<file path="src/rtl/pipe_memwrt_gen.sv">
`default_nettype none
// +------------------------------------------------------------------------+
// | Module      : pipe_memwrt_gen                                          |
// | Description : Memory / write-back pipeline stage. Registers one        |
// |               instruction from execute, runs the data-memory req/ack   |
// |               handshake, holds condition flags and resolves the        |
// |               delayed branch.                                          |
// | Revision    : 1.0 - initial parametrised release                       |
// +------------------------------------------------------------------------+
module pipe_memwrt_gen #(
  parameter int DW       = 16,
  parameter int AW       = 9,
  parameter int CW       = 22,
  parameter int FLAG_BIT = 8,
  parameter int MAX_WAIT = 15
) (
  input  logic          clk,
  input  logic          rst,
  input  logic          in_valid,
  output logic          in_ready,
  input  logic [CW-1:0] control_in,
  input  logic [5:0]    inst_type_in,
  input  logic [DW-1:0] result_in,
  input  logic [DW-1:0] data_Rd_in,
  input  logic          hi_Rm_in,
  input  logic          hi_Rn_in,
  input  logic [DW-1:0] delayed_B_in,
  input  logic [2:0]    delayed_cond_in,
  input  logic          N_in,
  input  logic          V_in,
  input  logic          Z_in,
  input  logic          kill_in,
  output logic          out_valid,
  output logic [DW-1:0] result_out,
  output logic [CW-1:0] control_out,
  output logic [5:0]    inst_type_out,
  output logic          N_out,
  output logic          Z_out,
  output logic          V_out,
  output logic [DW-1:0] delayed_B_out,
  output logic          do_delayed_B,
  output logic          mem_req,
  output logic          mem_we,
  output logic [AW-1:0] mem_addr,
  output logic [DW-1:0] mem_wdata,
  input  logic [DW-1:0] mem_rdata,
  input  logic          mem_ack,
  output logic          mem_err
);

  localparam int c_WAIT_W = $clog2(MAX_WAIT + 1);
  localparam logic [c_WAIT_W-1:0] c_WAIT_LAST = c_WAIT_W'(MAX_WAIT - 1);

  typedef enum logic [1:0] {
    S_EMPTY = 2'd0,
    S_MEM   = 2'd1,
    S_DONE  = 2'd2
  } state_t;

  state_t              r_state, w_state_next;
  logic                r_killed, w_killed_next;
  logic [CW-1:0]       r_control;
  logic [5:0]          r_inst_type;
  logic [DW-1:0]       r_result;
  logic [DW-1:0]       r_data_rd;
  logic [DW-1:0]       r_delayed_b;
  logic [2:0]          r_cond;
  logic [DW+1:0]       r_flag;
  logic [c_WAIT_W-1:0] r_wait;
  logic                r_mem_err;

  logic w_accept;
  logic w_in_is_mem;
  logic w_timeout;
  logic w_lt;

  assign in_ready    = (r_state != S_MEM);
  assign w_accept    = in_valid & in_ready;
  assign w_in_is_mem = inst_type_in[1] | inst_type_in[2];
  // Timeout only when neither ack nor kill already resolves this MEM cycle.
  assign w_timeout   = (r_state == S_MEM) & ~mem_ack & ~kill_in & (r_wait == c_WAIT_LAST);

  // Next state and "squashed on entry to DONE" marker.
  always_comb begin
    w_state_next  = r_state;
    w_killed_next = r_killed;
    case (r_state)
      S_MEM: begin
        if (mem_ack) begin
          w_state_next  = S_DONE;
          w_killed_next = kill_in;
        end else if (kill_in) begin
          w_state_next  = S_EMPTY;
        end else if (w_timeout) begin
          w_state_next  = S_DONE;
          w_killed_next = 1'b0;
        end
      end
      default: begin
        if (w_accept) begin
          w_state_next  = (w_in_is_mem && !kill_in) ? S_MEM : S_DONE;
          w_killed_next = kill_in;
        end else begin
          w_state_next  = S_EMPTY;
        end
      end
    endcase
  end

  // State, entry, flag, wait-counter and error registers.
  always_ff @(posedge clk) begin
    if (rst) begin
      r_state     <= S_EMPTY;
      r_killed    <= 1'b0;
      r_control   <= '0;
      r_inst_type <= '0;
      r_result    <= '0;
      r_data_rd   <= '0;
      r_delayed_b <= '0;
      r_cond      <= '0;
      r_flag      <= '0;
      r_wait      <= '0;
      r_mem_err   <= 1'b0;
    end else begin
      r_state  <= w_state_next;
      r_killed <= w_killed_next;
      if (w_accept) begin
        r_control   <= control_in;
        r_inst_type <= inst_type_in;
        r_result    <= result_in;
        r_data_rd   <= data_Rd_in;
        r_delayed_b <= delayed_B_in;
        r_cond      <= delayed_cond_in;
        if (control_in[FLAG_BIT]) begin
          r_flag <= {hi_Rm_in, hi_Rn_in, result_in};
        end
      end else if ((r_state == S_MEM) && mem_ack && r_inst_type[2]) begin
        r_result <= mem_rdata;
      end
      if ((r_state == S_MEM) && !mem_ack) begin
        r_wait <= r_wait + 1'b1;
      end else begin
        r_wait <= '0;
      end
      if (w_timeout) begin
        r_mem_err <= 1'b1;
      end
    end
  end

  // Memory port is driven straight from the held entry so it stays stable.
  always_comb begin
    mem_req   = (r_state == S_MEM);
    mem_we    = (r_state == S_MEM) & r_inst_type[1];
    mem_addr  = r_result[AW-1:0];
    mem_wdata = r_data_rd;
  end

  // Stage outputs, flags and delayed-branch target.
  always_comb begin
    out_valid                = (r_state == S_DONE) & ~r_killed;
    result_out               = r_result;
    control_out              = r_control;
    inst_type_out            = r_inst_type;
    mem_err                  = r_mem_err;
    N_out                    = r_flag[DW-1];
    Z_out                    = ~|r_flag[DW-1:0];
    V_out                    = (~r_flag[DW] &  r_flag[DW+1] &  r_flag[DW-1]) |
                               ( r_flag[DW] & ~r_flag[DW+1] & ~r_flag[DW-1]);
    delayed_B_out            = r_delayed_b;
    if (r_inst_type[3] || r_inst_type[4]) begin
      delayed_B_out[7:0] = r_data_rd[7:0];
    end
  end

  // Delayed-branch condition against the live resolved flags.
  always_comb begin
    w_lt         = N_in ^ V_in;
    do_delayed_B = 1'b0;
    case (r_cond)
      3'd0:    do_delayed_B = 1'b0;
      3'd1:    do_delayed_B = 1'b1;
      3'd2:    do_delayed_B = Z_in;
      3'd3:    do_delayed_B = ~Z_in;
      3'd4:    do_delayed_B = w_lt;
      3'd5:    do_delayed_B = w_lt | Z_in;
      3'd6:    do_delayed_B = ~(w_lt | Z_in);
      default: do_delayed_B = ~w_lt;
    endcase
    if (r_state == S_EMPTY) begin
      do_delayed_B = 1'b0;
    end
  end

endmodule
`default_nettype wire

</file>
<file path="config.mk">
export PLATFORM = sky130hd
export DESIGN_NAME = pipe_memwrt_gen
export DESIGN_NICKNAME = d
export VERILOG_FILES = /design/src/rtl/pipe_memwrt_gen.sv
export SDC_FILE = /design/constraint.sdc
export NUM_CORES = 1
export LEC_CHECK = 0
export ABC_CLOCK_PERIOD_IN_PS = 2900
export CAP_MARGIN = 20
export CORE_ASPECT_RATIO = 0.9
export CORE_UTILIZATION = 30
export DETAILED_ROUTE_END_ITERATION = 12
export GPL_ROUTABILITY_DRIVEN = 0
export PLACE_DENSITY = 0.62
export SYNTH_ARGS = -nofsm -noshare
export SYNTH_HDL_FRONTEND = slang
export SYNTH_SLANG_ARGS = --single-unit
export TNS_END_PERCENT = 10
</file>
<file path="constraint.sdc">
create_clock -name clk -period 2.9 [get_ports clk]
set_input_delay 0.58 -clock clk [delete_from_list [all_inputs] [get_ports clk]]
set_output_delay 0.58 -clock clk [all_outputs]
set_load 0.03 [all_outputs]
</file>
# [After elaboration in Yosys (flattened, before gate mapping)]
# Cells that the tools add are included.
[word_totals] register_bits=105 output_inout_bits=94 word_cells=81
[classes] n_addsub=1 n_eq_ne=13 muxes=16 n_bitwise=24 n_reduce_logical=16
[ops] op="$mux 16" n=2
[ops] op="$reduce_or 16->1" n=1
[ops] op="$mux 2" n=6
[ops] op="$and 1x1->1" n=10
[ops] op="$not 1->1" n=10
[ops] op="$eq 3x3->1 const B" n=3
[ops] op="$mux 8" n=1
[ops] op="$pmux 1 s7" n=1
[ops] op="$eq 3x2->1 const B" n=2
[ops] op="$mux 1" n=6
[ops] op="$add 4x1->4 const B" n=1
[ops] op="$eq 4x4->1 const B" n=1
[ops] op="$logic_and 1x1->1" n=4
[ops] op="$ne 4x2->1 const B" n=1
[ops] op="$reduce_bool 2->1" n=2
[ops] op="$eq 3x1->1 const B" n=1
[ops] op="$logic_not 1->1" n=3
[ops] op="$logic_not 3->1" n=1
[ops] op="$ne 3x1->1 const B" n=1
[ops] op="$ne 3x2->1 const B" n=1
[ops] op="$or 1x1->1" n=3
[ops] op="$reduce_and 3->1" n=1
[ops] op="$eq 2x1->1 const B" n=1
[ops] op="$eq 2x2->1 const B" n=1
[ops] op="other kinds (6)" n=6

# [Logic depth before layout (Yosys ltp)]
# Gate-level depths: netlist of the first run.
[depth] ltp_word=8 mapped_depth=8 ltp_nobuf=6

# [Worst setup path before layout of the first run]
# OpenSTA, ideal clock, no wires.
[synth_path] kind="input-to-output" start="input V_in" end="output do_delayed_B" arrival_time_ps=1559 required_ps=2320 path_slack_ps=761 path_stages=4 path_buffers=0 cell_sequence="xor2_1 -> mux2i_1 -> mux2i_1 -> a21oi_1"
[synth_between] elab_chain_len=5 elab_cells_between_ends=6 classes_between="2 x mux; 4 x bitwise"
[synth_rtl] item="start: declaration" line="30" text="input logic V_in,"
[synth_rtl] item="$xor 1x1->1 *" line="178" text="w_lt = N_in ^ V_in;"
[synth_rtl] item="$or 1x1->1" line="186, 187"
[synth_rtl] item="$not 1->1" line="187" text="3'd6: do_delayed_B = ~(w_lt | Z_in);"
[synth_rtl] item="$pmux 1 s7 *" line="180" text="case (r_cond)"
[synth_rtl] item="$mux 1 *" line="190" text="if (r_state == S_EMPTY) begin"
[synth_rtl] item="end: declaration" line="41" text="output logic do_delayed_B,"
# Every way passes the cells marked *; elsewhere a longest branch is shown, timed or not.

# [Worst setup path in the final report of the first run]
[layout_path] start="register r_flag[3]" end="output Z_out"
[layout_between] elab_chain_len=2
[layout_rtl] item="start: declaration" line="68" text="logic [DW+1:0] r_flag;"
[layout_rtl] item="start signal: assignment" line="135" text="r_flag <= {hi_Rm_in, hi_Rn_in, result_in};"
[layout_rtl] item="$reduce_or 16->1" line="167" text="Z_out = ~|r_flag[DW-1:0];"
[layout_rtl] item="$logic_not 1->1" line="167"
[layout_rtl] item="end: declaration" line="38" text="output logic Z_out,"
# No other way between the ends.

==> impl_metrics.prom, run 1 <==
# TYPE chip_impl_metric gauge
chip_impl_metric{name="maxClockFrequency",unit="MHz"} 390
chip_impl_metric{name="cts_hold_repair.buffers",unit=""} 0
chip_impl_info{name="most_common_cell_after_layout_fill_and_taps_aside",value="nand2_1"} 1
chip_impl_metric{name="max-clock-path-buffers",unit=""} 2
chip_impl_info{name="critPathCaptureType",value="output pin"} 1
chip_impl_info{name="outcome",value="finished, final reports clean"} 1
chip_impl_metric{name="report.final.hold_viol_count",unit=""} 0
chip_impl_metric{name="leakage",unit="µW"} 0.00242
chip_impl_metric{name="timing.reg2reg.worst_path_depth",unit=""} 7
chip_impl_metric{name="floorplan.die.height",unit="µm"} 115
chip_impl_metric{name="num_io_pins",unit=""} 199
chip_impl_metric{name="cp_max_fo",unit=""} 2
chip_impl_metric{name="drc",unit=""} 0
chip_impl_metric{name="grt.total_usage",unit="%"} 17.1
chip_impl_metric{name="grt_pass1_wl",unit="mm"} 19.7
chip_impl_info{name="destination_of_the_worst_register_to_register_timing_path",value="control_out[6]"} 1
chip_impl_info{name="path_class",value="reg2out"} 1
chip_impl_metric{name="tightestPinTransition",unit="ns"} 0.822
chip_impl_metric{name="core-area",unit="µm²"} 13600
chip_impl_metric{name="routed_wirelength",unit="mm"} 12.2
chip_impl_metric{name="finish.cell_count_without_fillers",unit=""} 890
chip_impl_metric{name="synthDominantCellAreaShare",unit="%"} 49.5
chip_impl_info{name="routed.top_layer",value="met4"} 1
chip_impl_info{name="worstHoldPathType",value="reg2reg"} 1
chip_impl_metric{name="final_sum_of_negative_setup_slack",unit="ns"} 0
chip_impl_metric{name="dpl_worst_slack",unit="ns"} 0.418
chip_impl_metric{name="power.ir.vdd_worst",unit="V"} 0.000347
chip_impl_metric{name="grt_pass1_vias",unit=""} 4008
chip_impl_metric{name="ant_nets",unit=""} 0
chip_impl_metric{name="gr-total-overflow",unit=""} 0
chip_impl_metric{name="synth_area",unit="µm²"} 4250
chip_impl_metric{name="synth_enable_flop_cells",unit=""} 0
chip_impl_metric{name="antenna_cells_inserted",unit=""} 0
chip_impl_info{name="synth_top_cell_by_area",value="dfxtp_1"} 1
chip_impl_metric{name="fraction_of_final_layout_cells_with_drive_strength_greater_than_1",unit="%"} 6.13
chip_impl_metric{name="power-per-cell-area",unit="nW/µm²"} 548
chip_impl_metric{name="drt-met1-wl",unit="mm"} 5.21
chip_impl_info{name="worst_hold_startpoint",value="control_out[2]"} 1
chip_impl_metric{name="cts-buffers-inserted",unit=""} 9
chip_impl_metric{name="port_buffers",unit=""} 198
chip_impl_metric{name="floorplan.initialDensity",unit="%"} 31.3
chip_impl_info{name="cts-root-buf",value="clkbuf_16"} 1
chip_impl_metric{name="placed_cells",unit=""} 875
chip_impl_metric{name="worst_hold_path.num_cells",unit=""} 2
chip_impl_info{name="worstReg2RegStart",value="r_state[0]"} 1
chip_impl_info{name="mostFrequentLayoutCells",value="nand2_1, clkdlybuf4s50_1, dfxtp_1, a21oi_1, nor2_1"} 1
chip_impl_metric{name="setup.reg_to_reg.worst_slack",unit="ns"} 0.98
chip_impl_metric{name="timing.final.crit_period",unit="ns"} 2.56
chip_impl_metric{name="core.rowCount",unit=""} 40
chip_impl_metric{name="maxCapViolCount",unit=""} 0
chip_impl_metric{name="avgRoutedWirePerCell",unit="µm"} 13.7
chip_impl_metric{name="clock_input_transition_at_the_sequential_cells_of_the_worst_setup_and_hold_paths",unit="ns"} 0.07
chip_impl_info{name="rsz0062_at_grt",value="no"} 1
chip_impl_info{name="yosys_most_used_dff",value="dfxtp_1"} 1
chip_impl_metric{name="timing.clock.skew",unit="ns"} 0.00375
chip_impl_metric{name="ys_seq_area_share",unit="%"} 49.5
chip_impl_metric{name="postSynthAreaPerCell",unit="µm²"} 7.99
chip_impl_metric{name="clock_sink_count",unit=""} 105
chip_impl_metric{name="cp_data_required_time",unit="ns"} 2.32
chip_impl_metric{name="antenna_found_initial",unit=""} 0
chip_impl_metric{name="die_width",unit="µm"} 127
chip_impl_metric{name="grt_start_max_net_pins",unit=""} 75
chip_impl_info{name="hold-path-endpoint",value="control_out[2]"} 1
chip_impl_metric{name="finalNetCount",unit=""} 804
chip_impl_metric{name="post-cts-setup-buffer-count",unit=""} 0
chip_impl_metric{name="areaGrowthSynthToFinish",unit="%"} 53.6
chip_impl_metric{name="fillers",unit=""} 1304
chip_impl_metric{name="min_period_over_period",unit="%"} 88.4
chip_impl_metric{name="synth_cell_type_count",unit=""} 39
chip_impl_metric{name="place.detailed.hpwl",unit="mm"} 8.63
chip_impl_metric{name="critPathArrivalTime",unit="ns"} 1.98
chip_impl_metric{name="synthesis.instances",unit=""} 531
chip_impl_metric{name="async_reset_ff_share",unit="%"} 0
chip_impl_info{name="yosys-top-cells-area",value="dfxtp_1, nand2_1, a21oi_1, buf_4, a311oi_1"} 1
chip_impl_metric{name="routed-via-count",unit=""} 4087
chip_impl_metric{name="ctsHtreeMaxLevel",unit=""} 3
chip_impl_metric{name="yosysWarnings",unit=""} 0
chip_impl_metric{name="avgViaCountPerCell",unit=""} 4.59
chip_impl_info{name="tritoncts",value="done"} 1
chip_impl_metric{name="drt_pass1_iterations",unit=""} 4
chip_impl_metric{name="number_of_storage_elements_in_the_synthesis_netlist",unit=""} 105
chip_impl_metric{name="wl_met3",unit="mm"} 1.15
chip_impl_metric{name="worst_slack",unit="ns"} 0.336
chip_impl_metric{name="synth_fp_nets",unit=""} 638
chip_impl_metric{name="report.final.setup_viol",unit=""} 0
chip_impl_metric{name="report.final.slew_viol_count",unit=""} 0
chip_impl_metric{name="die-area",unit="µm²"} 14600
chip_impl_metric{name="worst_slew_margin_rel",unit="%"} 45.2
chip_impl_metric{name="routed-wl-met2",unit="mm"} 5.65
chip_impl_metric{name="initialDrtViolationCount",unit=""} 166
chip_impl_info{name="critPathLaunchType",value="flip-flop"} 1
chip_impl_metric{name="clock_latency",unit="ns"} 0.34
chip_impl_metric{name="ctsResizeCount",unit=""} 0
synthesized netlist by cell type, types with 3 or more instances:
library cell	count
a21oi_1	86
nor4_1	4
buf_2	10
a311oi_2	4
mux2i_1	3
buf_6	3
a311oi_1	12
nand2_1	198
nor3_1	3
clkbuf_1	12
nor2_1	27
buf_4	21
dfxtp_1	105
buf_1	5
mux2_2	8
registers in the layout, summed over array words and instances, names as in the netlist, 2 cells and up:
name	cells
r_state	2
r_flag	18
mem_wdata	16
inst_type_out	6
r_cond	3
result_out	16
r_delayed_b	16
control_out	22
r_wait	4
area by class of cell:
type	count	area, µm²	area share, %
Sequential cell	105	2100	32.2
Timing Repair Buffer	206	2050	31.4
Multi-Input combinational cell	371	1820	27.9
Clock buffer	11	243	3.72
Tap cell	189	236	3.63
Clock inverter	4	53.8	0.825
Inverter	4	17.5	0.269
worst max path at each step:
stage / to / slack (ns) / startpoint / cells past startpoint
final: Z_out / 0.34 / r_flag[3] / 3
after global routing: Z_out / 0.22 / r_flag[11] / 3
after CTS: Z_out / 0.27 / r_flag[11] / 3
after detailed placement: do_delayed_B / 0.42 / N_in / 6
after global placement: do_delayed_B / 0.43 / N_in / 6
after floorplan: do_delayed_B / 0.76 / V_in / 4
cell families (layout without fill, tap and decap cells):
family                   Yosys count  after routing  share of synthesized area (%)
AO/OA/AOI/OAI                    109            109                           15.1
XOR/XNOR                           3              3                          0.619
adder cells (fa/ha/maj)            2              2                          0.589
buffers and inverters             55            225                           7.60
flip-flops                       105            105                           49.5
multiplexers                      12             12                           3.36
AND/OR/NAND/NOR                  245            245                           23.2
per-layer routing:
| layer | global-route usage, % | up-vias |
|---|---|---|
| met5 | 0 | - |
| met3 | 6.98 | 21 |
| li1 | - | 2064 |
| met2 | 28.7 | 151 |
| met1 | 19.5 | 1851 |
| met4 | 6.98 | 0 |
power by group:
group / switching, µW / total, µW / leakage, µW / internal [µW]
combinational: 412 / 773 / 0.00142 / 361
sequential: 50.9 / 1580 / 0.000864 / 1530
clock: 533 / 1220 / 0.000138 / 690
worst max-delay path: stages (launching register included):
cell             delay (ns)
dfxtp_1                0.32
nor4_1                 0.36
and4_1                 0.28
clkdlybuf4s50_1        0.68
per-stage QoR:
stage	power, µW	hold slack (ns)	utilization, %	area (µm²)
floorplan	2030	0.430	-	4250
global placement	2380	0.436	45.9	6230
detailed placement	2390	0.446	45.9	6230
CTS	3620	0.455	48.1	6520
global route	3740	0.472	48.1	6520
finish	3570	0.453	48.1	6520
No activity file was read; power rests on OpenSTA's default activity.
==> run 2: changes to the inputs <==
--- a/config.mk
+++ b/config.mk
@@ -11,7 +11,7 @@
 export CORE_UTILIZATION = 30
 export DETAILED_ROUTE_END_ITERATION = 12
 export GPL_ROUTABILITY_DRIVEN = 0
-export PLACE_DENSITY = 0.62
+export PLACE_DENSITY_LB_ADDON = 0.25
 export SYNTH_ARGS = -nofsm -noshare
 export SYNTH_HDL_FRONTEND = slang
 export SYNTH_SLANG_ARGS = --single-unit
==> impl_metrics.prom, run 2 (synthesis results as in run 1) <==
# TYPE chip_impl_metric gauge
chip_impl_metric{name="tightestPinTransition",unit="ns"} 0.965
chip_impl_metric{name="grt_pass1_wl",unit="mm"} 19.8
chip_impl_metric{name="floorplan.die.height",unit="µm"} 115
chip_impl_metric{name="register_area",unit="µm²"} 2100
chip_impl_metric{name="grt_start_max_net_pins",unit=""} 92
chip_impl_metric{name="max-clock-path-buffers",unit=""} 2
chip_impl_metric{name="dpl_worst_slack",unit="ns"} 0.415
chip_impl_metric{name="cts-buffers-inserted",unit=""} 9
chip_impl_metric{name="multi_input_comb_area",unit="µm²"} 1820
chip_impl_metric{name="routed_wirelength",unit="mm"} 12.3
chip_impl_info{name="path_class",value="reg2out"} 1
chip_impl_metric{name="clock_latency",unit="ns"} 0.34
chip_impl_metric{name="ctsHtreeMaxLevel",unit=""} 3
chip_impl_metric{name="maxClockFrequency",unit="MHz"} 395
chip_impl_metric{name="drt_pass1_iterations",unit=""} 4
chip_impl_metric{name="core.rowCount",unit=""} 40
chip_impl_info{name="critPathLaunchType",value="flip-flop"} 1
chip_impl_metric{name="critPathArrivalTime",unit="ns"} 1.95
chip_impl_metric{name="report.final.hold_viol_count",unit=""} 0
chip_impl_info{name="cp_cell_sequence",value="nor4_1 -> and4_1 -> clkdlybuf4s50_1"} 1
chip_impl_metric{name="antenna_cells_inserted",unit=""} 0
chip_impl_metric{name="areaGrowthSynthToFinish",unit="%"} 53.6
chip_impl_metric{name="ctsResizeCount",unit=""} 0
chip_impl_metric{name="cp_max_fo",unit=""} 2
chip_impl_metric{name="largest_register_ff_count",unit=""} 22
chip_impl_metric{name="non_filler_cell_area_final",unit="µm²"} 6520
chip_impl_metric{name="num_io_pins",unit=""} 199
chip_impl_metric{name="min_period_over_period",unit="%"} 87.2
chip_impl_info{name="most_common_cell_after_layout_fill_and_taps_aside",value="nand2_1"} 1
chip_impl_metric{name="clock_sink_count",unit=""} 105
chip_impl_metric{name="worst_slack",unit="ns"} 0.371
chip_impl_info{name="cpMaxStageDelayCell",value="clkdlybuf4s50_1"} 1
chip_impl_metric{name="final_sum_of_negative_setup_slack",unit="ns"} 0
chip_impl_metric{name="finalNetCount",unit=""} 804
chip_impl_metric{name="gr-total-overflow",unit=""} 0
chip_impl_metric{name="fillers",unit=""} 1349
chip_impl_metric{name="report.final.slew_viol_count",unit=""} 0
chip_impl_metric{name="cts_hold_repair.buffers",unit=""} 0
chip_impl_info{name="tritoncts",value="done"} 1
chip_impl_metric{name="die_width",unit="µm"} 127
chip_impl_metric{name="initialDrtViolationCount",unit=""} 194
chip_impl_info{name="worstHoldPathType",value="reg2reg"} 1
chip_impl_metric{name="report.final.setup_viol",unit=""} 0
chip_impl_metric{name="port_buffers",unit=""} 198
chip_impl_metric{name="ant_nets",unit=""} 0
chip_impl_metric{name="worst_slew_margin_rel",unit="%"} 35.7
chip_impl_info{name="rsz0062_at_grt",value="no"} 1
chip_impl_info{name="cts-root-buf",value="clkbuf_16"} 1
chip_impl_metric{name="floorplan.initialDensity",unit="%"} 31.3
chip_impl_metric{name="clock_input_transition_at_the_sequential_cells_of_the_worst_setup_and_hold_paths",unit="ns"} 0.07
chip_impl_metric{name="timing.final.crit_period",unit="ns"} 2.53
chip_impl_info{name="outcome",value="finished, final reports clean"} 1
chip_impl_metric{name="postPlaceCellArea",unit="µm²"} 6230
chip_impl_metric{name="timing.clock.skew",unit="ns"} 0.00556
chip_impl_metric{name="antenna_found_initial",unit=""} 0
chip_impl_metric{name="routed-via-count",unit=""} 4077
chip_impl_metric{name="power.ir.vdd_worst",unit="V"} 0.000430
chip_impl_metric{name="maxCapViolCount",unit=""} 0
chip_impl_metric{name="avgViaCountPerCell",unit=""} 4.58
chip_impl_metric{name="biggest_cell_delay_along_the_critical_path",unit="ns"} 0.68
chip_impl_metric{name="fraction_of_final_layout_cells_with_drive_strength_greater_than_1",unit="%"} 6.27
chip_impl_metric{name="die-area",unit="µm²"} 14600
chip_impl_metric{name="place.detailed.hpwl",unit="mm"} 8.62
chip_impl_metric{name="core-area",unit="µm²"} 13600
chip_impl_metric{name="avgRoutedWirePerCell",unit="µm"} 13.8
chip_impl_metric{name="leakage",unit="µW"} 0.00243
chip_impl_metric{name="post-cts-setup-buffer-count",unit=""} 0
chip_impl_info{name="critPathCaptureType",value="output pin"} 1
chip_impl_metric{name="grt_pass1_vias",unit=""} 3971
chip_impl_metric{name="power.total",unit="µW"} 3540
chip_impl_info{name="mostFrequentLayoutCells",value="nand2_1, clkdlybuf4s50_1, dfxtp_1, a21oi_1, nor2_1"} 1
chip_impl_metric{name="drc",unit=""} 0
chip_impl_metric{name="power-per-cell-area",unit="nW/µm²"} 544
chip_impl_metric{name="grt.total_usage",unit="%"} 17.1
chip_impl_metric{name="cp_data_required_time",unit="ns"} 2.32
run 2: cell count changes in the layout (fill, tap and decap cells not counted):
| cell | before | now |
|---|---|---|
| bufinv_16 | 1 | 0 |
| clkbuf_8 | 1 | 3 |
| clkinv_2 | 0 | 1 |
| clkinvlp_4 | 2 | 0 |
| inv_6 | 0 | 1 |
run 2: final timing paths:
check	slack (ns)	startpoint	endpoint	cells past startpoint
min	0.46	control_out[7]	control_out[7]	2
max	0.37	r_flag[11]	Z_out	3
min reg2reg	0.46	control_out[7]	control_out[7]	2
max reg2reg	0.96	r_state[0]	mem_wdata[14]	7
run 2: where the power goes:
| part | leakage (µW) | internal, µW | total [µW] | switching, µW |
|---|---|---|---|---|
| Clock | 0.000146 | 657 | 1190 | 535 |
| Sequential | 0.000864 | 1530 | 1580 | 51.6 |
| Combinational | 0.00142 | 361 | 772 | 411 |
run 2: stage by stage:
step | hold slack, ns | std cells | utilization [%]
after CTS | 0.458 | 891 | 48.1
after detailed placement | 0.447 | 875 | 45.9
after global routing | 0.473 | 891 | 48.1
final | 0.456 | 891 | 48.1
after floorplan | 0.430 | 531 | -
after global placement | 0.440 | 875 | 45.9
run 2: per-layer routing:
metal | global-route usage, % | share of wire (%)
met1 | 20.9 | 43
met2 | 27.6 | 46
met3 | 6.70 | 9.5
met4 | 5.24 | 1.8
met5 | 0 | 0
run 2: cell type report:
cell class	instances	share of cell area [%]
clock inverter	3	0.345
timing repair buffer	206	31.4
inverter	4	0.269
sequential	105	32.2
tap	189	3.63
multi-input combinational	371	27.9
clock buffer	13	4.15
run 2: critical path: cells and delay by family (launching register included):
kind / cells / cell delay (ns)
buffers and inverters: 1 / 0.68
and+or+nand+nor: 2 / 0.60
DFF: 1 / 0.32
==> run 3: changes to the inputs <==
--- a/config.mk
+++ b/config.mk
@@ -12,6 +12,7 @@
 export DETAILED_ROUTE_END_ITERATION = 12
 export GPL_ROUTABILITY_DRIVEN = 0
 export PLACE_DENSITY_LB_ADDON = 0.25
+export SKIP_CTS_REPAIR_TIMING = 1
 export SYNTH_ARGS = -nofsm -noshare
 export SYNTH_HDL_FRONTEND = slang
 export SYNTH_SLANG_ARGS = --single-unit
==> results of run 3 <==
No change in the layout: final DEF, timing and power equal those of run 2.
